<file path="config.mk">
export PLATFORM = sky130hd
export DESIGN_NAME = dot_acc_flat
export DESIGN_NICKNAME = d
export VERILOG_FILES = /design/src/rtl/dot_pkg.sv /design/src/rtl/dot_acc_if.sv /design/src/rtl/dot_acc_add.sv /design/src/rtl/dot_acc.sv /design/src/flat_wrapper.sv
export SDC_FILE = /design/constraint.sdc
export NUM_CORES = 1
export LEC_CHECK = 0
export CORE_ASPECT_RATIO = 1.2
export CORE_UTILIZATION = 51
export DETAILED_ROUTE_END_ITERATION = 8
export PLACE_DENSITY = 0.89
export SYNTH_ARGS = -nofsm -noshare
export SYNTH_HDL_FRONTEND = slang
export SYNTH_HIERARCHICAL = 1
export SYNTH_SLANG_ARGS = --single-unit
export TNS_END_PERCENT = 20
</file>
<file path="constraint.sdc">
create_clock -name clk -period 4.05 [get_ports clk]
set_input_delay 0.81 -clock clk [delete_from_list [all_inputs] [get_ports clk]]
set_output_delay 0.81 -clock clk [all_outputs]
set_load 0.02 [all_outputs]
</file>
<file path="src/rtl/dot_pkg.sv">
// dot_pkg: definitions shared by the dot-product unit and its accumulator.
//   - dot_acc_state_t : control states of the accumulator (IDLE/ACCUM/DONE)
//   - DOT_IN_WIDTH    : width of one dot-unit partial (the dot unit's OUTPUT_WIDTH)
//   - DOT_ACC_WIDTH   : default accumulator/result width
//   - DOT_LEN_WIDTH   : default width of the chunk-count field
package dot_pkg;

  localparam int DOT_IN_WIDTH  = 32;
  localparam int DOT_ACC_WIDTH = 48;
  localparam int DOT_LEN_WIDTH = 8;

  typedef enum logic [1:0] {
    IDLE  = 2'd0,
    ACCUM = 2'd1,
    DONE  = 2'd2
  } dot_acc_state_t;

endpackage : dot_pkg

</file>
<file path="src/rtl/dot_acc_if.sv">
// dot_acc_if: job-control, partial-input and result-output signals of dot_acc.
// Signal names carry the direction as seen from dot_acc (the slave).
//   start_i/len_i            : job start and chunk count
//   in_valid_i/in_ready_o/in_data_i    : partial input handshake
//   out_valid_o/out_ready_i/out_data_o : result output handshake
//   busy_o/ovf_o             : status
// Modports: master (job issuer / partial source / result sink), slave (dot_acc).
//
// Handshake rule for both channels: a transfer happens on a rising clk edge
// where valid and ready are both high; the source holds valid and data stable
// until that edge, and valid never waits on ready.
interface dot_acc_if #(
  parameter int IN_WIDTH  = dot_pkg::DOT_IN_WIDTH,
  parameter int ACC_WIDTH = dot_pkg::DOT_ACC_WIDTH,
  parameter int LEN_WIDTH = dot_pkg::DOT_LEN_WIDTH
) ();

  logic                 start_i;
  logic [LEN_WIDTH-1:0] len_i;
  logic                 in_valid_i;
  logic                 in_ready_o;
  logic [IN_WIDTH-1:0]  in_data_i;
  logic                 out_valid_o;
  logic                 out_ready_i;
  logic [ACC_WIDTH-1:0] out_data_o;
  logic                 busy_o;
  logic                 ovf_o;

  modport master (
    output start_i, len_i, in_valid_i, in_data_i, out_ready_i,
    input  in_ready_o, out_valid_o, out_data_o, busy_o, ovf_o
  );

  modport slave (
    input  start_i, len_i, in_valid_i, in_data_i, out_ready_i,
    output in_ready_o, out_valid_o, out_data_o, busy_o, ovf_o
  );

endinterface : dot_acc_if

</file>
<file path="src/rtl/dot_acc_add.sv">
// dot_acc_add: combinational zero-extend + add with carry-out of the top
// accumulator bit.
// Configuration macro: DOT_ACC_SATURATE_EN
//   defined   : on carry-out the sum clamps to all-ones
//   undefined : the sum wraps modulo 2^ACC_WIDTH
// Ports:
//   acc_i   [ACC_WIDTH] current accumulator value
//   data_i  [IN_WIDTH]  unsigned partial, zero-extended before the add
//   sum_o   [ACC_WIDTH] next accumulator value
//   carry_o             carry out of bit ACC_WIDTH-1
module dot_acc_add #(
  parameter int IN_WIDTH  = dot_pkg::DOT_IN_WIDTH,
  parameter int ACC_WIDTH = dot_pkg::DOT_ACC_WIDTH
) (
  input  logic [ACC_WIDTH-1:0] acc_i,
  input  logic [IN_WIDTH-1:0]  data_i,
  output logic [ACC_WIDTH-1:0] sum_o,
  output logic                 carry_o
);

  logic [ACC_WIDTH:0] data_ext;
  logic [ACC_WIDTH:0] sum_ext;

  always_comb begin
    data_ext = '0;
    data_ext[IN_WIDTH-1:0] = data_i;
    sum_ext = {1'b0, acc_i} + data_ext;
    carry_o = sum_ext[ACC_WIDTH];
`ifdef DOT_ACC_SATURATE_EN
    // Once clamped, any further non-zero partial carries out again and
    // re-clamps, so the value stays at all-ones for the rest of the job.
    sum_o = carry_o ? {ACC_WIDTH{1'b1}} : sum_ext[ACC_WIDTH-1:0];
`else
    sum_o = sum_ext[ACC_WIDTH-1:0];
`endif
  end

endmodule : dot_acc_add

</file>
<file path="src/rtl/dot_acc.sv">
// dot_acc: sums a programmed number of dot-unit partials into a wider
// accumulator and returns the result over a valid/ready handshake.
// Configuration macro: DOT_ACC_SATURATE_EN (saturate instead of wrap; see
// dot_acc_add).
// Ports:
//   clk          rising-edge clock
//   rst          synchronous active-high reset, priority over all inputs
//   bus          dot_acc_if.slave: start/len, partial input, result output,
//                busy and sticky overflow status
//   dbg_state_o  current control state, for observation only
module dot_acc
  import dot_pkg::*;
#(
  parameter int IN_WIDTH  = DOT_IN_WIDTH,
  parameter int ACC_WIDTH = DOT_ACC_WIDTH,
  parameter int LEN_WIDTH = DOT_LEN_WIDTH
) (
  input  logic           clk,
  input  logic           rst,
  dot_acc_if.slave       bus,
  output dot_acc_state_t dbg_state_o
);

  dot_acc_state_t       state_q;
  logic [LEN_WIDTH-1:0] cnt_q;
  logic [ACC_WIDTH-1:0] acc_q;
  logic                 ovf_q;
  logic                 in_ready_q;
  logic                 out_valid_q;
  logic                 busy_q;

  logic [ACC_WIDTH-1:0] acc_d;
  logic                 carry_d;
  logic                 beat;

  // in_ready_q is only ever high in ACCUM, so it doubles as the state gate.
  assign beat = bus.in_valid_i & in_ready_q;

  dot_acc_add #(
    .IN_WIDTH  (IN_WIDTH),
    .ACC_WIDTH (ACC_WIDTH)
  ) u_add (
    .acc_i   (acc_q),
    .data_i  (bus.in_data_i),
    .sum_o   (acc_d),
    .carry_o (carry_d)
  );

  always_ff @(posedge clk) begin
    if (rst) begin
      state_q     <= IDLE;
      cnt_q       <= '0;
      acc_q       <= '0;
      ovf_q       <= 1'b0;
      in_ready_q  <= 1'b0;
      out_valid_q <= 1'b0;
      busy_q      <= 1'b0;
    end else begin
      case (state_q)
        IDLE: begin
          if (bus.start_i) begin
            cnt_q  <= bus.len_i;
            acc_q  <= '0;
            ovf_q  <= 1'b0;
            busy_q <= 1'b1;
            if (bus.len_i == '0) begin
              state_q     <= DONE;
              out_valid_q <= 1'b1;
            end else begin
              state_q    <= ACCUM;
              in_ready_q <= 1'b1;
            end
          end
        end
        ACCUM: begin
          // start_i is deliberately not looked at here.
          if (beat) begin
            acc_q <= acc_d;
            ovf_q <= ovf_q | carry_d;
            cnt_q <= cnt_q - 1'b1;
            if (cnt_q == LEN_WIDTH'(1)) begin
              state_q     <= DONE;
              in_ready_q  <= 1'b0;
              out_valid_q <= 1'b1;
            end
          end
        end
        DONE: begin
          // acc_q and ovf_q are untouched here, so the result is stable
          // under back-pressure; ovf_q survives until the next start.
          if (bus.out_ready_i) begin
            state_q     <= IDLE;
            out_valid_q <= 1'b0;
            busy_q      <= 1'b0;
          end
        end
        default: begin
          state_q     <= IDLE;
          in_ready_q  <= 1'b0;
          out_valid_q <= 1'b0;
          busy_q      <= 1'b0;
        end
      endcase
    end
  end

  assign bus.in_ready_o  = in_ready_q;
  assign bus.out_valid_o = out_valid_q;
  assign bus.out_data_o  = acc_q;
  assign bus.busy_o      = busy_q;
  assign bus.ovf_o       = ovf_q;
  assign dbg_state_o     = state_q;

endmodule : dot_acc

</file>
<file path="src/flat_wrapper.sv">
// flat-port wrapper written by rule: the top's interface ports become plain ports
module dot_acc_flat import dot_pkg::*;
#(
  parameter int IN_WIDTH  = DOT_IN_WIDTH,
  parameter int ACC_WIDTH = DOT_ACC_WIDTH,
  parameter int LEN_WIDTH = DOT_LEN_WIDTH
)
  (clk, rst, dbg_state_o, bus_start_i, bus_len_i, bus_in_valid_i, bus_in_data_i, bus_out_ready_i, bus_in_ready_o, bus_out_valid_o, bus_out_data_o, bus_busy_o, bus_ovf_o);
  dot_acc_if #(.IN_WIDTH(IN_WIDTH), .ACC_WIDTH(ACC_WIDTH), .LEN_WIDTH(LEN_WIDTH)) bus_i ();
  input  logic clk;
  input  logic rst;
  output dot_acc_state_t dbg_state_o;
  input wire logic [$bits(bus_i.start_i)-1:0] bus_start_i;
  input wire logic [$bits(bus_i.len_i)-1:0] bus_len_i;
  input wire logic [$bits(bus_i.in_valid_i)-1:0] bus_in_valid_i;
  input wire logic [$bits(bus_i.in_data_i)-1:0] bus_in_data_i;
  input wire logic [$bits(bus_i.out_ready_i)-1:0] bus_out_ready_i;
  output wire logic [$bits(bus_i.in_ready_o)-1:0] bus_in_ready_o;
  output wire logic [$bits(bus_i.out_valid_o)-1:0] bus_out_valid_o;
  output wire logic [$bits(bus_i.out_data_o)-1:0] bus_out_data_o;
  output wire logic [$bits(bus_i.busy_o)-1:0] bus_busy_o;
  output wire logic [$bits(bus_i.ovf_o)-1:0] bus_ovf_o;
  assign bus_i.start_i = bus_start_i;
  assign bus_i.len_i = bus_len_i;
  assign bus_i.in_valid_i = bus_in_valid_i;
  assign bus_i.in_data_i = bus_in_data_i;
  assign bus_i.out_ready_i = bus_out_ready_i;
  assign bus_in_ready_o = bus_i.in_ready_o;
  assign bus_out_valid_o = bus_i.out_valid_o;
  assign bus_out_data_o = bus_i.out_data_o;
  assign bus_busy_o = bus_i.busy_o;
  assign bus_ovf_o = bus_i.ovf_o;
  dot_acc #(.IN_WIDTH(IN_WIDTH), .ACC_WIDTH(ACC_WIDTH), .LEN_WIDTH(LEN_WIDTH)) u_core (.clk(clk), .rst(rst), .bus(bus_i), .dbg_state_o(dbg_state_o));
endmodule
</file>
### Word level (Yosys, flattened, before mapping)

Cells that the tools add are included.

* register bits after elaboration: 62

* add/subtract/negate cells: 2
* equal/unequal tests: 9
* mux-type cells: 28
* bitwise logic cells: 4
* reduce and logical (&&, ||, !) cells: 8

Operators with widths (number)
* 48-bit 2-to-1 mux: 2
* 48-bit one-hot mux with 2 select lines: 1
* 48-bit by 32-bit adder with 49-bit output: 1
* 8-bit 2-to-1 mux: 2
* 8-bit one-hot mux with 2 select lines: 1
* 1-bit 2-to-1 mux: 12
* 2-bit 2-to-1 mux: 5
* 5-bit AND reduction: 2
* 1-bit one-hot mux with 3 select lines: 3
* 8-bit by 1-bit equality test with 1-bit output (second input constant): 1
* 8-bit zero test: 1
* 8-bit by 1-bit subtractor with 8-bit output (second input constant): 1
* 2-bit by 1-bit inequality test with 1-bit output (second input constant): 3
* 2-bit inequality test (second input constant): 3
* 2-bit one-hot mux with 3 select lines: 1
* 3-bit AND reduction: 2
* 4-bit AND reduction: 1
* 2-bit by 1-bit equality test with 1-bit output (second input constant): 1
* 2-bit equality test (second input constant): 1
* 2-bit zero test: 1
* 1-bit inverter: 2
* 1-bit one-hot mux with 2 select lines: 1
* 2-bit nonzero test: 1
* 1-bit AND: 1
* 1-bit OR: 1

### Longest topological paths before layout

Gate-level depths: netlist (run 1).

* word-level depth: 4
* gate-level depth with buffers: 14
* mapped depth without buffers: 13

### Modules after synthesis

The synthesis (run 1) kept the hierarchy.

By module, submodules not included
* dot_acc: instances 1, cells each 315, area each 2556.2 sq um
* dot_acc_add: instances 1, cells each 253, area each 1875.5 sq um

### Least setup slack after synthesis (run 1)

Ideal clock, no wire load.

* kind: input-to-reg
* start point: in bus_in_data_i[0]
* end point: reg u_core.acc_q[38], in the netlist u_core/bus.out_data_o[38]
* arrival: 3423 ps
* required time: 3980 ps
* setup slack: 556 ps
* stages: 14
* cells stage by stage: ha_1 fa_1 a21o_1 a221oi_2 o21ai_2 a211o_2 a21oi_4 o31ai_1 a211o_1 buf_6 nand4_2 xnor2_1 nand3_1 a21oi_1

* longest elaborated chain between the ends: 3

RTL lines
* start, declared: RTL line flat_wrapper.sv:16 `input wire logic [$bits(bus_i.in_data_i)-1:0] bus_in_data_i;`
* 48-bit by 32-bit adder with 49-bit output: RTL line dot_acc_add.sv:27 `sum_ext = {1'b0, acc_i} + data_ext;`
* net u_core.acc_d[38]: RTL line dot_acc.sv:32 `logic [ACC_WIDTH-1:0] acc_d;`
* 48-bit 2-to-1 mux: RTL line dot_acc.sv:77 `if (beat) begin`
* 48-bit one-hot mux with 2 select lines: RTL line dot_acc.sv:59 `case (state_q)`
* end signal, assigned: RTL line dot_acc.sv:53 `acc_q <= '0;`
* end signal, assigned: RTL line dot_acc.sv:63 `acc_q <= '0;`
* end signal, assigned: RTL line dot_acc.sv:78 `acc_q <= acc_d;`
* end, declared: RTL line dot_acc.sv:26 `logic [ACC_WIDTH-1:0] acc_q;`

The timed path passes the listed nets, and every way through them passes these cells. The select of a mux whose other input is x is not followed.
A chain may end at the register's enable or synchronous reset.

### Final worst setup path (run 1)

* start point: in bus_in_data_i[0]
* end point: reg u_core.acc_q[26], in the netlist u_core/bus.out_data_o[26]

The elaborated chain is that of the path after synthesis.

==> results of run 1 <==
cell usage in the layout, fill, tap and decap left out, drive strengths merged, types with 11 or more instances in the layout:
cell type	n
clkdlybuf4s50	97
nand3	59
xnor2	26
xor2	19
ha	34
dfxtp	62
buf	13
nor2	24
clkbuf	11
o21ai	17
a21o	14
a21oi	96
nand2	79
power by group through the flow:
stage,Clock (uW),Combinational [uW],Sequential [uW]
6_report,624,409,656
2_1_floorplan,0,255,681
4_1_cts,635,404,656
3_3_place_gp,0,389,668
3_5_place_dp,0,399,670
5_1_grt,666,442,659
state kept, by name, summed over array words and instances (netlist names):
name,count
u_core/cnt_q,8
u_core/bus.out_data_o,48
u_core/bus.in_ready_o,1
u_core/bus.busy_o,1
u_core/dbg_state_o,2
u_core/bus.ovf_o,1
u_core/bus.out_valid_o,1
cell families (layout without fill, tap and decap cells):
kind of cell    count (synthesis)  after routing  synth area share, %
xor+xnor                       45             45                8.893
fa+ha+maj                      35             35                10.05
buf+inv                        40            136                4.489
flops                          62             62                28.01
compound gates                170            170                24.22
simple gates                  216            216                24.34
worst min path at each step:
stage / to / start / depth (start not counted)
6_report: u_core/bus.out_data_o[35] / u_core/bus.out_data_o[35] / 2
3_5_place_dp: u_core/bus.out_data_o[8] / u_core/bus.out_data_o[8] / 2
4_1_cts: u_core/bus.out_data_o[8] / u_core/bus.out_data_o[8] / 2
2_1_floorplan: u_core/cnt_q[4] / u_core/cnt_q[4] / 2
3_3_place_gp: u_core/bus.out_data_o[8] / u_core/bus.out_data_o[8] / 2
5_1_grt: u_core/bus.out_data_o[9] / u_core/bus.out_data_o[9] / 2
cell usage after synthesis, types with 5 or more instances:
library cell  count  area share, %
a21oi_1          95             11
ha_1             34            9.6
nand3_1          55            6.2
clkbuf_1         13            1.1
nor2b_1           6           0.85
and3_1            7           0.99
a21o_1           13            2.2
o21ai_0          14            1.6
buf_2             6           0.68
dfxtp_1          62             28
xor2_1           19            3.8
o21a_1            5           0.85
nand2b_1          9            1.3
xnor2_1          26            5.1
a211oi_1          5           0.85
nor2_1           23            1.9
nand2_1          79            6.7
o21bai_1          5           0.85
inv_1            10           0.85
nor3_1            7           0.79
metal layers:
metal / wire [um] / vias up
met5: 0 / -
met4: 237 / 0
met3: 817 / 23
met2: 6125 / 203
met1: 4917 / 2210
li1: - / 2220
per-stage QoR:
stage / hold WS (ps) / std cells / cell area [um^2] / total power (uW)
after floorplan: 471.4 / 568 / 4432 / 936.0
after global placement: 458.6 / 762 / 5487 / 1057
after detailed placement: 467.6 / 762 / 5487 / 1069
after CTS: 476.6 / 778 / 5710 / 1694
after global routing: 502.0 / 778 / 5710 / 1766
final: 471.7 / 778 / 5710 / 1689
cell type report:
| cell class | instances | area [um^2] | area share [%] |
|---|---|---|---|
| multi-input combinational | 466 | 2999 | 52.52 |
| inverter | 10 | 37.54 | 0.6573 |
| tap | 114 | 142.6 | 2.498 |
| timing repair buffer | 110 | 1066 | 18.67 |
| sequential | 62 | 1241 | 21.74 |
| clock inverter | 5 | 82.58 | 1.446 |
| clock buffer | 11 | 141.4 | 2.476 |
tightest hold or removal path, cell delays in order (launching register included):
cell and delay (ps):
dfxtp_1 320, nand2_1 50, a21oi_1 50
==> flow_metrics.py, run 1 <==
metrics = {
    "setup_path": {
        "path_buf_inv": 2,
        "cp_slowest_cell": "clkdlybuf4s50_1",
        "cp_top_family": "compound AO/OA/AOI/OAI gates",
        "worstPathCellList": "clkdlybuf4s50_1 -> ha_1 -> fa_1 -> a21o_1 -> a221oi_2 -> o21ai_2 -> a211o_2 -> buf_4 -> a21boi_2 -> nor2_1 -> a21o_1 -> a311oi_2 -> xnor2_1 -> nand3_1 -> a21oi_1",
        "critPathKind": "in -> reg",
        "cp.depth": 15,
        "path_common_cell": "a21o_1",
        "rrSetupSlack_ps": 710,
        "worstReg2RegEnd": "u_core/bus.out_data_o[26]",
        "worstSetupEndpoint": "u_core/bus.out_data_o[26]",
        "cp_slowest_stage_delay_ps": 410,
        "crit_arrival_ps": 4130,
        "start_kind": "input pin",
        "r2r-start": "u_core/bus.out_data_o[0]",
        "worstRegToRegCells": 14,
        "worstSetupStartpoint": "bus_in_data_i[0]",
        "worstPathMaxFanout": 2,
        "critPathCaptureType": "flip-flop",
        "required_ps": 4310,
    },
    "sta": {
        "setup_ws_ps": 179.5,
        "worstMarginPinSlew_ps": 1227,
        "finalSetupViolations": 0,
        "finalMaxSlewViolations": 0,
        "fin_crit_sh_pct": 95.57,
        "hold_viol": 0,
        "final.min_clock_period_ps": 3871,
        "final.setup.tns_ps": 0,
        "fmax_ghz": 0.2584,
        "rsz0062_at_grt": "no",
        "slew_headroom_pct": 18.21,
        "skew_ps": 9.082,
    },
    "power_and_ir_drop": {
        "p_int_uw": 1173,
        "p_seq_share_pct": 38.8,
        "total_leakage_power_uw": 0.002248,
        "powerDensity_nw_per_um2": 295.7,
        "p_comb_share_pct": 24.2,
        "netSwitchingFraction_pct": 30.54,
        "p_switching_uw": 515.7,
        "power_frac_clock_pct": 37.0,
        "ir_worst_vdd_uv": 167.7,
    },
    "placement": {
        "numPortBuffers": 98,
        "pre_cts_ws_ps": -114.4,
        "gp_congestion": 0.8655,
        "dp_hpwl_um": 8371,
    },
    "drt": {
        "wire_per_inst_um": 15.55,
        "postRouteAntennaNets": 0,
        "drt-vias-per-instance": 5.985,
        "wl_um": 12100,
        "via_count": 4656,
        "firstDrtPassIters": 5,
        "drc_errors": 0,
        "drt_iter0_markers": 250,
    },
    "synth": {
        "syn_area_um2": 4432,
        "synth_nets": 648,
        "yosysSeqAreaShare_pct": 28.01,
        "synth_warnings": 6,
        "synth_edf_count": 0,
        "synthArstFlopShare_pct": 0,
        "ys_types": 64,
        "syn_avg_cell_area_um2": 7.802,
        "synthCells": 568,
        "synth_top_flop_cell": "dfxtp_1",
        "yosys_register_bits": 62,
    },
    "clock_tree": {
        "cts-root-buf": "clkbuf_8",
        "clkSlewWorstSetupHoldPaths_ps": 70,
        "cts_buffer_depth": 2,
        "h-tree-depth": 3,
        "clock_sinks": 62,
        "cts_hold_buf": 0,
        "ctsResizeCount": 0,
        "cts_tree": "yes",
        "clock_latency_ps": 350,
        "cts_setup_buffers": 0,
        "numCtsBuffers": 9,
    },
    "floorplanning": {
        "die_w_um": 87.10,
        "die_area_um2": 9068,
        "initial_core_util_pct": 53.47,
        "ioPinCount": 99,
        "row_count": 36,
        "core_um2": 8288,
        "dieHeight_um": 104.1,
    },
    "finish": {
        "final_util_pct": 68.90,
        "layout.nets": 739,
        "area_growth_pct": 28.85,
        "nFillCells": 702,
        "layout-drive-gt1-share_pct": 7.681,
        "antenna_cells": 0,
    },
    "global_routing": {
        "grtUsageMet2_pct": 45.84,
        "use_met3_pct": 3.413,
        "grt_first_pass_wirelength_um": 19180,
        "use_met1_pct": 30.97,
        "grtUsageTotal_pct": 26.15,
        "grt_antenna_before_repair": 0,
        "grt.busiest_layer": "met2",
        "grt_max_degree": 63,
        "grt_pass1_vias": 4293,
        "grt_overflow_total": 0,
    },
    "min_path": {
        "hold_class": "reg -> reg",
    },
    "run": {
        "max_cap_viol_count": 0,
    },
    "status": {
        "status": "finished, final reports clean",
    },
}
No activity file was read; power rests on OpenSTA's default activity.
==> run 2: changes to the inputs <==
--- a/config.mk
+++ b/config.mk
@@ -8,6 +8,7 @@
 export CORE_ASPECT_RATIO = 1.2
 export CORE_UTILIZATION = 51
 export DETAILED_ROUTE_END_ITERATION = 8
+export GPL_TIMING_DRIVEN = 0
 export PLACE_DENSITY = 0.89
 export SYNTH_ARGS = -nofsm -noshare
 export SYNTH_HDL_FRONTEND = slang
==> run 2 against run 1 <==
  * Sequential power about the same
  * Critical path depth is the same
  * Non-clock buffer count rose by 17
  * Sequential share of layout area down 0.19 points
  * Largest power group unchanged
  * Critical path type unchanged
  * Via count decreased by 1.1%
  * Combinational power rose by 2%
  * Wire length is 1.3% lower
  * First-iteration DRC count down 22%
  * Critical endpoint is now u_core/bus.out_data_o[34]
  * Cell area up 0.88%
  * Clock power down 3%
  * Clock skew about the same
  * Power is 0.54% lower
==> flow_metrics.py, run 2 (synthesis results as in run 1) <==
metrics = {
    "status": {
        "status": "finished, final reports clean",
    },
    "placement": {
        "gp_congestion": 0.9256,
        "placed_area_um2": 5545,
        "numPortBuffers": 97,
        "dp_hpwl_um": 8917,
        "pre_cts_ws_ps": -160.5,
        "dp_cells": 779,
    },
    "sta": {
        "hold_viol": 0,
        "skew_ps": 9.066,
        "fmax_ghz": 0.2567,
        "fin_crit_sh_pct": 96.19,
        "final.setup.tns_ps": 0,
        "finalSetupViolations": 0,
        "slew_headroom_pct": 54.74,
        "hold_slack_ps": 471.6,
        "final.min_clock_period_ps": 3896,
        "setup_ws_ps": 154.5,
        "rsz0062_at_grt": "no",
        "worstMarginPinSlew_ps": 672.7,
        "finalMaxSlewViolations": 0,
    },
    "global_routing": {
        "grt_antenna_before_repair": 0,
        "grt_max_degree": 11,
        "grt_first_pass_wirelength_um": 19730,
        "grtUsageTotal_pct": 27.06,
        "grt_overflow_total": 0,
        "grt_pass1_vias": 4485,
    },
    "clock_tree": {
        "cts_tree": "yes",
        "clock_latency_ps": 350,
        "cts_hold_buf": 0,
        "cts_buffer_depth": 2,
        "h-tree-depth": 3,
        "clock_sinks": 62,
        "numCtsBuffers": 9,
        "ctsResizeCount": 0,
        "cts-root-buf": "clkbuf_8",
        "clkSlewWorstSetupHoldPaths_ps": 70,
        "cts_setup_buffers": 0,
    },
    "setup_path": {
        "worstRegToRegCells": 14,
        "rrSetupSlack_ps": 660,
        "cp_slowest_cell": "fa_1",
        "cp.depth": 15,
        "start_kind": "input pin",
        "cp_slowest_stage_delay_ps": 410,
        "crit_arrival_ps": 4180,
        "worstSetupStartpoint": "bus_in_data_i[0]",
        "cp_top_family": "compound AO/OA/AOI/OAI gates",
        "path_buf_inv": 2,
        "worstPathCellList": "clkdlybuf4s50_1 -> ha_1 -> fa_1 -> a21o_1 -> a221oi_2 -> o21ai_2 -> a211o_2 -> a21oi_4 -> o31ai_1 -> a211o_1 -> buf_6 -> nand3_2 -> xnor2_1 -> nand3_1 -> a21oi_1",
        "critPathKind": "in -> reg",
        "worstReg2RegEnd": "u_core/bus.out_data_o[34]",
        "r2r-start": "u_core/bus.out_data_o[0]",
        "critPathCaptureType": "flip-flop",
        "required_ps": 4340,
        "worstPathMaxFanout": 9,
    },
    "power_and_ir_drop": {
        "p_comb_share_pct": 24.9,
        "powerDensity_nw_per_um2": 291.6,
        "p_switching_uw": 503.1,
        "power_frac_clock_pct": 36.2,
        "p_seq_share_pct": 38.9,
        "p_int_uw": 1177,
        "total_leakage_power_uw": 0.002276,
        "netSwitchingFraction_pct": 29.95,
        "ir_worst_vdd_uv": 188.5,
    },
    "finish": {
        "layout-drive-gt1-share_pct": 7.048,
        "stdcell_count": 795,
        "final_cell_mix": "clkdlybuf4s50_1 (97), a21oi_1 (95), nand2_1 (79)",
        "final_cell_area_um2": 5761,
        "layout.nets": 756,
        "area_growth_pct": 29.98,
        "nFillCells": 721,
        "final_common_cell": "clkdlybuf4s50_1",
        "largest_reg_flops": 48,
        "antenna_cells": 0,
    },
    "drt": {
        "via_count": 4606,
        "drt-vias-per-instance": 5.794,
        "drc_errors": 0,
        "wire_per_inst_um": 15.02,
        "postRouteAntennaNets": 0,
        "firstDrtPassIters": 5,
        "drt_iter0_markers": 194,
        "wl_um": 11940,
    },
    "floorplanning": {
        "row_count": 36,
        "initial_core_util_pct": 53.47,
        "core_um2": 8288,
        "dieHeight_um": 104.1,
        "die_area_um2": 9068,
        "die_w_um": 87.10,
        "ioPinCount": 99,
    },
    "min_path": {
        "hold_path_end": "u_core/bus.out_data_o[10]",
        "hp-start": "u_core/bus.out_data_o[10]",
        "hold_class": "reg -> reg",
        "hold_depth": 2,
    },
    "run": {
        "max_cap_viol_count": 0,
    },
}
## run 2: cell types whose count changed in the layout (fill, tap and decap cells not counted), sizes merged
cell	previous run	this run
clkbuf	11	25
clkinv	0	2
buf	13	17
clkinvlp	3	0
## run 2: through the flow
step                      power, uW  util (%)
after floorplan               936.0         -
after global placement         1066     66.91
after detailed placement       1078     66.91
after CTS                      1691     69.50
after global routing           1755     69.50
final                          1680     69.50
## run 2: worst reg2reg max path, delay by kind of cell, from the launching register on
family,cells,cell delay (ps)
AO/OA/AOI/OAI,8,1860
adder cells (fa/ha/maj),2,650
flip-flops,1,330
AND/OR/NAND/NOR,2,180
buffers and inverters,1,160
XOR/XNOR,1,130
## run 2: worst max path at each step
| stage | slack, ps | end |
|---|---|---|
| floorplan | 560 | u_core/bus.out_data_o[38] |
| global placement | -80 | u_core/bus.out_data_o[38] |
| detailed placement | -160 | u_core/bus.out_data_o[34] |
| CTS | 200 | u_core/bus.out_data_o[38] |
| global route | 60 | u_core/bus.out_data_o[46] |
| finish | 150 | u_core/bus.out_data_o[34] |
## run 2: final cells by class
cell class | count | area [um^2] | area share (%)
inverters | 10 | 37.54 | 0.6516
well taps | 114 | 142.6 | 2.476
multi-input cells | 466 | 2992 | 51.93
clock inverters | 4 | 70.07 | 1.216
repair buffers | 97 | 970.9 | 16.85
flip-flops and latches | 62 | 1241 | 21.55
clock buffers | 12 | 145.1 | 2.520
plain buffers | 30 | 161.4 | 2.802
## run 2: metal layers
metal | wire length (um) | global-route usage (%)
met5 | 0 | 0
met4 | 329 | 14.05
met3 | 678 | 5.317
met2 | 5951 | 47.53
met1 | 4983 | 30.31
## run 2: power by group through the flow
stage                     Combinational [uW]  Sequential [uW]  Clock [uW]
after CTS                                414              652         624
after global routing                     455              656         645
final                                    418              653         608
after global placement                   400              665           0
after floorplan                          255              681           0
after detailed placement                 411              666           0
==> RTL edit 1 (config.mk and constraints of run 2) <==
Set the package constant `DOT_LEN_WIDTH` to 4 (it was 8).
--- a/src/rtl/dot_pkg.sv
+++ b/src/rtl/dot_pkg.sv
@@ -9,3 +9,3 @@
   localparam int DOT_ACC_WIDTH = 48;
-  localparam int DOT_LEN_WIDTH = 8;
+  localparam int DOT_LEN_WIDTH = 4;
 
Ports: changed (resized bus_len_i); port bits go from 99 to 95. No check against the original RTL was run, so the function may have changed too.
==> RTL edit 1 against run 2 <==
Non-clock buffer count grew 5; synthesized area fell by 0.79%; setup slack worse by 0.038 ns; power is 1.6% higher; sequential power is 4.3% lower; global-route usage rose by 1.8 points; wire length up 8.7%; utilization fell by 0.42 points; count of clock-buffer cells in the layout rose by 2; sequential cell count down 4; design area fell by 1.2%.
==> RTL edit 1: results (changes against run 2) <==
- H-tree depth: 3 (unchanged)
- Worst path max stage delay: 0.41 ns (about the same)
- Post-placement worst setup slack: -0.240 ns (-0.0791 ns)
- RePlAce Congestion: 0.928 (+0.29%)
- Tightest Pin Transition: 0.670 ns (-0.00265 ns)
- First-pass GRT wire length: 20,900 µm (+6.2%)
- Root Driver: clkbuf_8
- Drt pass-1 iters: 5 (unchanged)
- Gr usage total: 0.288 (+0.0178)
- Post-CTS Setup Bufs: 0 (unchanged)
- Clk slew on worst S/H paths: roughly 0.06 ns
- Post-synthesis sequential area ratio: 0.264 (-0.0160)
- Largest net degree at the start of global routing: 11 (unchanged)
- Synth unique cells: 68 (+6.3%)
- Number of CTS-inserted buffers: 9 (unchanged)
- Final Non-Filler Cells: 774 (-2.6%)
- Status: complete, no violations
- Clk_skew: 0.00786 ns (-0.00121 ns)
- Vias in the first global route: 4,673 (+4.2%)
- Slowest-stage cell, CP: fa_1
- Via Count: 4,811 (+4.5%)
- Initial DRC count: 519 (+170%)
- Hold Path Class: register to register
- Commonest cells post-synth: 87 x a21oi_1, 58 x dfxtp_1, 55 x nand3_1, 35 x nand4_1, 34 x ha_1
- Main area contributors after synthesis: dfxtp_1 26%, a21oi_1 9.9%, ha_1 9.7%, nand3_1 6.3%, xnor2_1 5.2%
- Dpl cells: 757 (-2.8%)
- DP HPWL: 9420 µm (+5.6%)
- Arrival @ worst endpoint: 4.21 ns (+0.03 ns)
- Post-CTS Resized: 0 (unchanged)
- Cell leakage power: 2.18 nW (-4.1%)
- N_diodes: 0 (unchanged)
- Largest register FFs: 48 (unchanged)
- Max Cap Violations: 0 (unchanged)
- Avg WL per Cell: 16.8 µm (+12%)
- Placed Instance Area: 5470 µm² (-1.4%)
- Max FO, Critical Path: 9 (unchanged)
- Synth warn: 6 (unchanged)
- Layout cell share with drive strength beyond 1: 0.0697 (-0.000788)
- Longest Clk Path Bufs: 2 (unchanged)
- Mapped Nets: 626 (-3.4%)
- Worst vdd ir: 0.162 mV (-14%)
- Port Buffers: 93 (-4.1%)
- Syn Inst Count: 550 (-3.2%)
- Initial antenna violation count: 0 (unchanged)
- Fraction of registers with async set/reset: 0 (unchanged)
- CP top delay family: compound AO/OA/AOI/OAI gates
- Net count, final: 731 (-3.3%)
- Clk Latency, worst-skew pair: 0.35 ns (about the same)
## RTL edit 1: changes by cell type in the layout (fill, tap and decap cells not counted), sizes merged, moves of 5 or more
cell and change:
a21oi -8, clkbuf +15, nand2 -51, nand4 +31, nor2 -6, o211ai +15, o21ai -5
## RTL edit 1: metal layers
metal / global-route usage / part of all wire
met1: 0.344 / 0.40
met2: 0.481 / 0.50
met3: 0.0645 / 0.069
met4: 0.143 / 0.030
met5: 0 / 0
## RTL edit 1: cells by family after synthesis
logic type | Yosys count | synth area share
XOR/XNOR | 45 | 0.0896
AO/OA/AOI/OAI | 174 | 0.258
AND/OR/NAND/NOR | 188 | 0.240
adder cells (fa/ha/maj) | 35 | 0.101
buffers and inverters | 50 | 0.0472
flip-flops | 58 | 0.264
## RTL edit 1: cell type report
class / count / area [µm²]
multi-input cells: 442 / 3050
fillers: 685 / 2550
inverters: 12 / 45.0
repair buffers: 94 / 938
clock inverters: 2 / 35.0
plain buffers: 38 / 163
clock buffers: 14 / 163
flip-flops and latches: 58 / 1160
well taps: 114 / 143
## RTL edit 1: report_power, final
group | switching [W] | leakage (nW) | internal (W) | total [W]
Clock | 0.000237 | 0.101 | 0.000318 | 0.000555
Combinational | 0.000315 | 1.61 | 0.000211 | 0.000526
Sequential | 0.0000270 | 0.470 | 0.000598 | 0.000625
## RTL edit 1: worst paths after layout
kind / to / slack, ns / from / depth (start not counted)
worst min-delay path: u_core/bus.out_data_o[25] / 0.49 / u_core/bus.out_data_o[25] / 2
worst min register to register: u_core/bus.out_data_o[25] / 0.49 / u_core/bus.out_data_o[25] / 2
worst max-delay path: u_core/bus.out_data_o[38] / 0.12 / bus_in_data_i[0] / 15
worst max register to register: u_core/bus.out_data_o[38] / 0.64 / u_core/bus.out_data_o[0] / 14
==> RTL edit 2 (flow settings as in run 2) <==
Without the edit above. Register the output `dbg_state_o` once more; this adds one clock of latency there. The other outputs are not delayed to match.
--- a/src/rtl/dot_acc.sv
+++ b/src/rtl/dot_acc.sv
@@ -111,3 +111,5 @@
   assign bus.ovf_o       = ovf_q;
-  assign dbg_state_o     = state_q;
+  always_ff @(posedge clk) begin
+    dbg_state_o <= state_q;
+  end
 
Function: changed (Yosys sat finds a counterexample within 4 cycles, from zero or initial values and one cycle with rst high).
==> RTL edit 2 against run 2 <==
Sequential share of layout area rose by 0.72 points; clock skew hardly changed; power decreased by 2.8%; register-to-register slack gained 0.04 ns; sequential power grew 3.4%; sequential cell count increased by 2; setup slack improved by 0.024 ns; design area fell by 0.13%; wire length grew 2.2%; synthesized area is 0.17% higher.
==> RTL edit 2: results (changes against run 2) <==
- Placed Instance Area: 5550 µm² (+0.14%)
- Slowest-stage cell, CP: clkdlybuf4s50_1
- Post-synthesis sequential area ratio: 0.289 (+0.00855)
- Arrival @ worst endpoint: 4.09 ns (-0.09 ns)
- DP HPWL: 9030 µm (+1.3%)
- Main area contributors after synthesis: dfxtp_1 29%, a21oi_1 10%, ha_1 9.6%, nand2_1 6.8%, nand3_1 6.5%
- Clk slew on worst S/H paths: 0.07 ns (about the same)
- Syn Inst Count: 572 (+0.70%)
- Avg WL per Cell: 15.3 µm (+1.8%)
- Synth warn: 6 (unchanged)
- Mapped Nets: 652 (+0.62%)
- Fin Hold WS: 0.353 ns (-0.119 ns)
- Commonest cells post-synth: 93 x a21oi_1, 80 x nand2_1, 64 x dfxtp_1, 58 x nand3_1, 34 x ha_1
- Cell leakage power: 2.27 nW (-0.16%)
- Port Buffers: 97 (unchanged)
- Vias per cell: 5.87 (+1.3%)
- Hold Path Class: register to register
- Max Cap Violations: 0 (unchanged)
- Largest register FFs: 48 (unchanged)
- Fillers: 704 (-2.4%)
- Worst relative slew slack: 0.592 (+0.0442)
- Tcrit/Tclk final: 0.956 (-0.00590)
- RePlAce Congestion: 0.908 (-1.9%)
- Clk_skew: 0.00891 ns (-0.000151 ns)
- Largest net degree at the start of global routing: 11 (unchanged)
- Dpl cells: 783 (+0.51%)
- Post-placement worst setup slack: -0.242 ns (-0.0813 ns)
- Net count, final: 760 (+0.53%)
- Worst reg-to-reg setup slack: 0.70 ns (+0.04 ns)
- Layout cell share with drive strength beyond 1: 0.0760 (+0.00554)
- Synth unique cells: 62 (-3.1%)
- Area delta synth->final: 29.6%
- Gr usage total: 0.274 (+0.00386)
- Number of CTS-inserted buffers: 9 (unchanged)
- Via Count: 4,682 (+1.7%)
- Longest Clk Path Bufs: 2 (unchanged)
- Commonest register cell after synthesis: dfxtp_1
- Max FO, Critical Path: 9 (unchanged)
- First-pass GRT wire length: 20,000 µm (+1.5%)
- Initial DRC count: 212 (+9.3%)
- Worst vdd ir: 0.148 mV (-22%)
- Status: complete, no violations
- Vias in the first global route: 4,577 (+2.1%)
- Drt pass-1 iters: 6 (+1)
RTL edit 2: timing repair:
item	in CTS	in global routing
resized for setup	0	2
endpoints found under the setup margin	0	3
hold buffers	0	0
RTL edit 2: per-layer routing:
metal	vias to the layer above	track usage	wire length, µm
li1	2276	-	-
met1	2204	0.316	5060
met2	175	0.486	6210
met3	27	0.0373	659
met4	0	0.138	273
met5	-	0	0
RTL edit 2: path summary, 6_finish.rpt:
| check | from | end | cells after the start |
|---|---|---|---|
| min reg2reg | u_core/state_q[0] | u_core/dbg_state_o[0] | 0 |
| max reg2reg | u_core/bus.out_data_o[0] | u_core/bus.ovf_o | 13 |
| min | u_core/state_q[0] | u_core/dbg_state_o[0] | 0 |
| max | bus_in_data_i[0] | u_core/bus.ovf_o | 14 |
RTL edit 2: critical path: cells and delay by family:
| kind | cells | cell delay, ns |
|---|---|---|
| AOI/OAI and AO/OA | 8 | 1.86 |
| adders and majority gates | 2 | 0.59 |
| buffers and inverters | 2 | 0.56 |
| and+or+nand+nor | 2 | 0.27 |
RTL edit 2: logic make-up after synthesis:
group	after synthesis	synth area share
compound gates	174	0.247
xor+xnor	45	0.0888
mux	1	0.00254
flops	64	0.289
simple gates	212	0.232
fa+ha+maj	35	0.100
buf+inv	41	0.0403
RTL edit 2: final cells by class:
cell class              count  share of cell area
inverters                  12             0.00783
multi-input cells         467               0.520
well taps                 114              0.0248
clock inverters             4             0.00783
plain buffers              29              0.0233
flip-flops and latches     64               0.223
clock buffers              11              0.0246
repair buffers             97               0.169
RTL edit 2: power by group:
| group | switching, W | internal (W) | total, W | leakage, nW |
|---|---|---|---|---|
| combinational | 0.000240 | 0.000180 | 0.000419 | 1.65 |
| sequential | 0.0000216 | 0.000654 | 0.000675 | 0.520 |
| clock | 0.000244 | 0.000294 | 0.000538 | 0.0989 |
| total | 0.000505 | 0.00113 | 0.00163 | 2.27 |
RTL edit 2: metrics by stage:
step | total power (W) | TNS, ns
2_1_floorplan | 0.000956 | 0
3_3_place_gp | 0.00109 | -0.700
3_5_place_dp | 0.00110 | -1.30
4_1_cts | 0.00163 | 0
5_1_grt | 0.00171 | 0
6_report | 0.00163 | 0
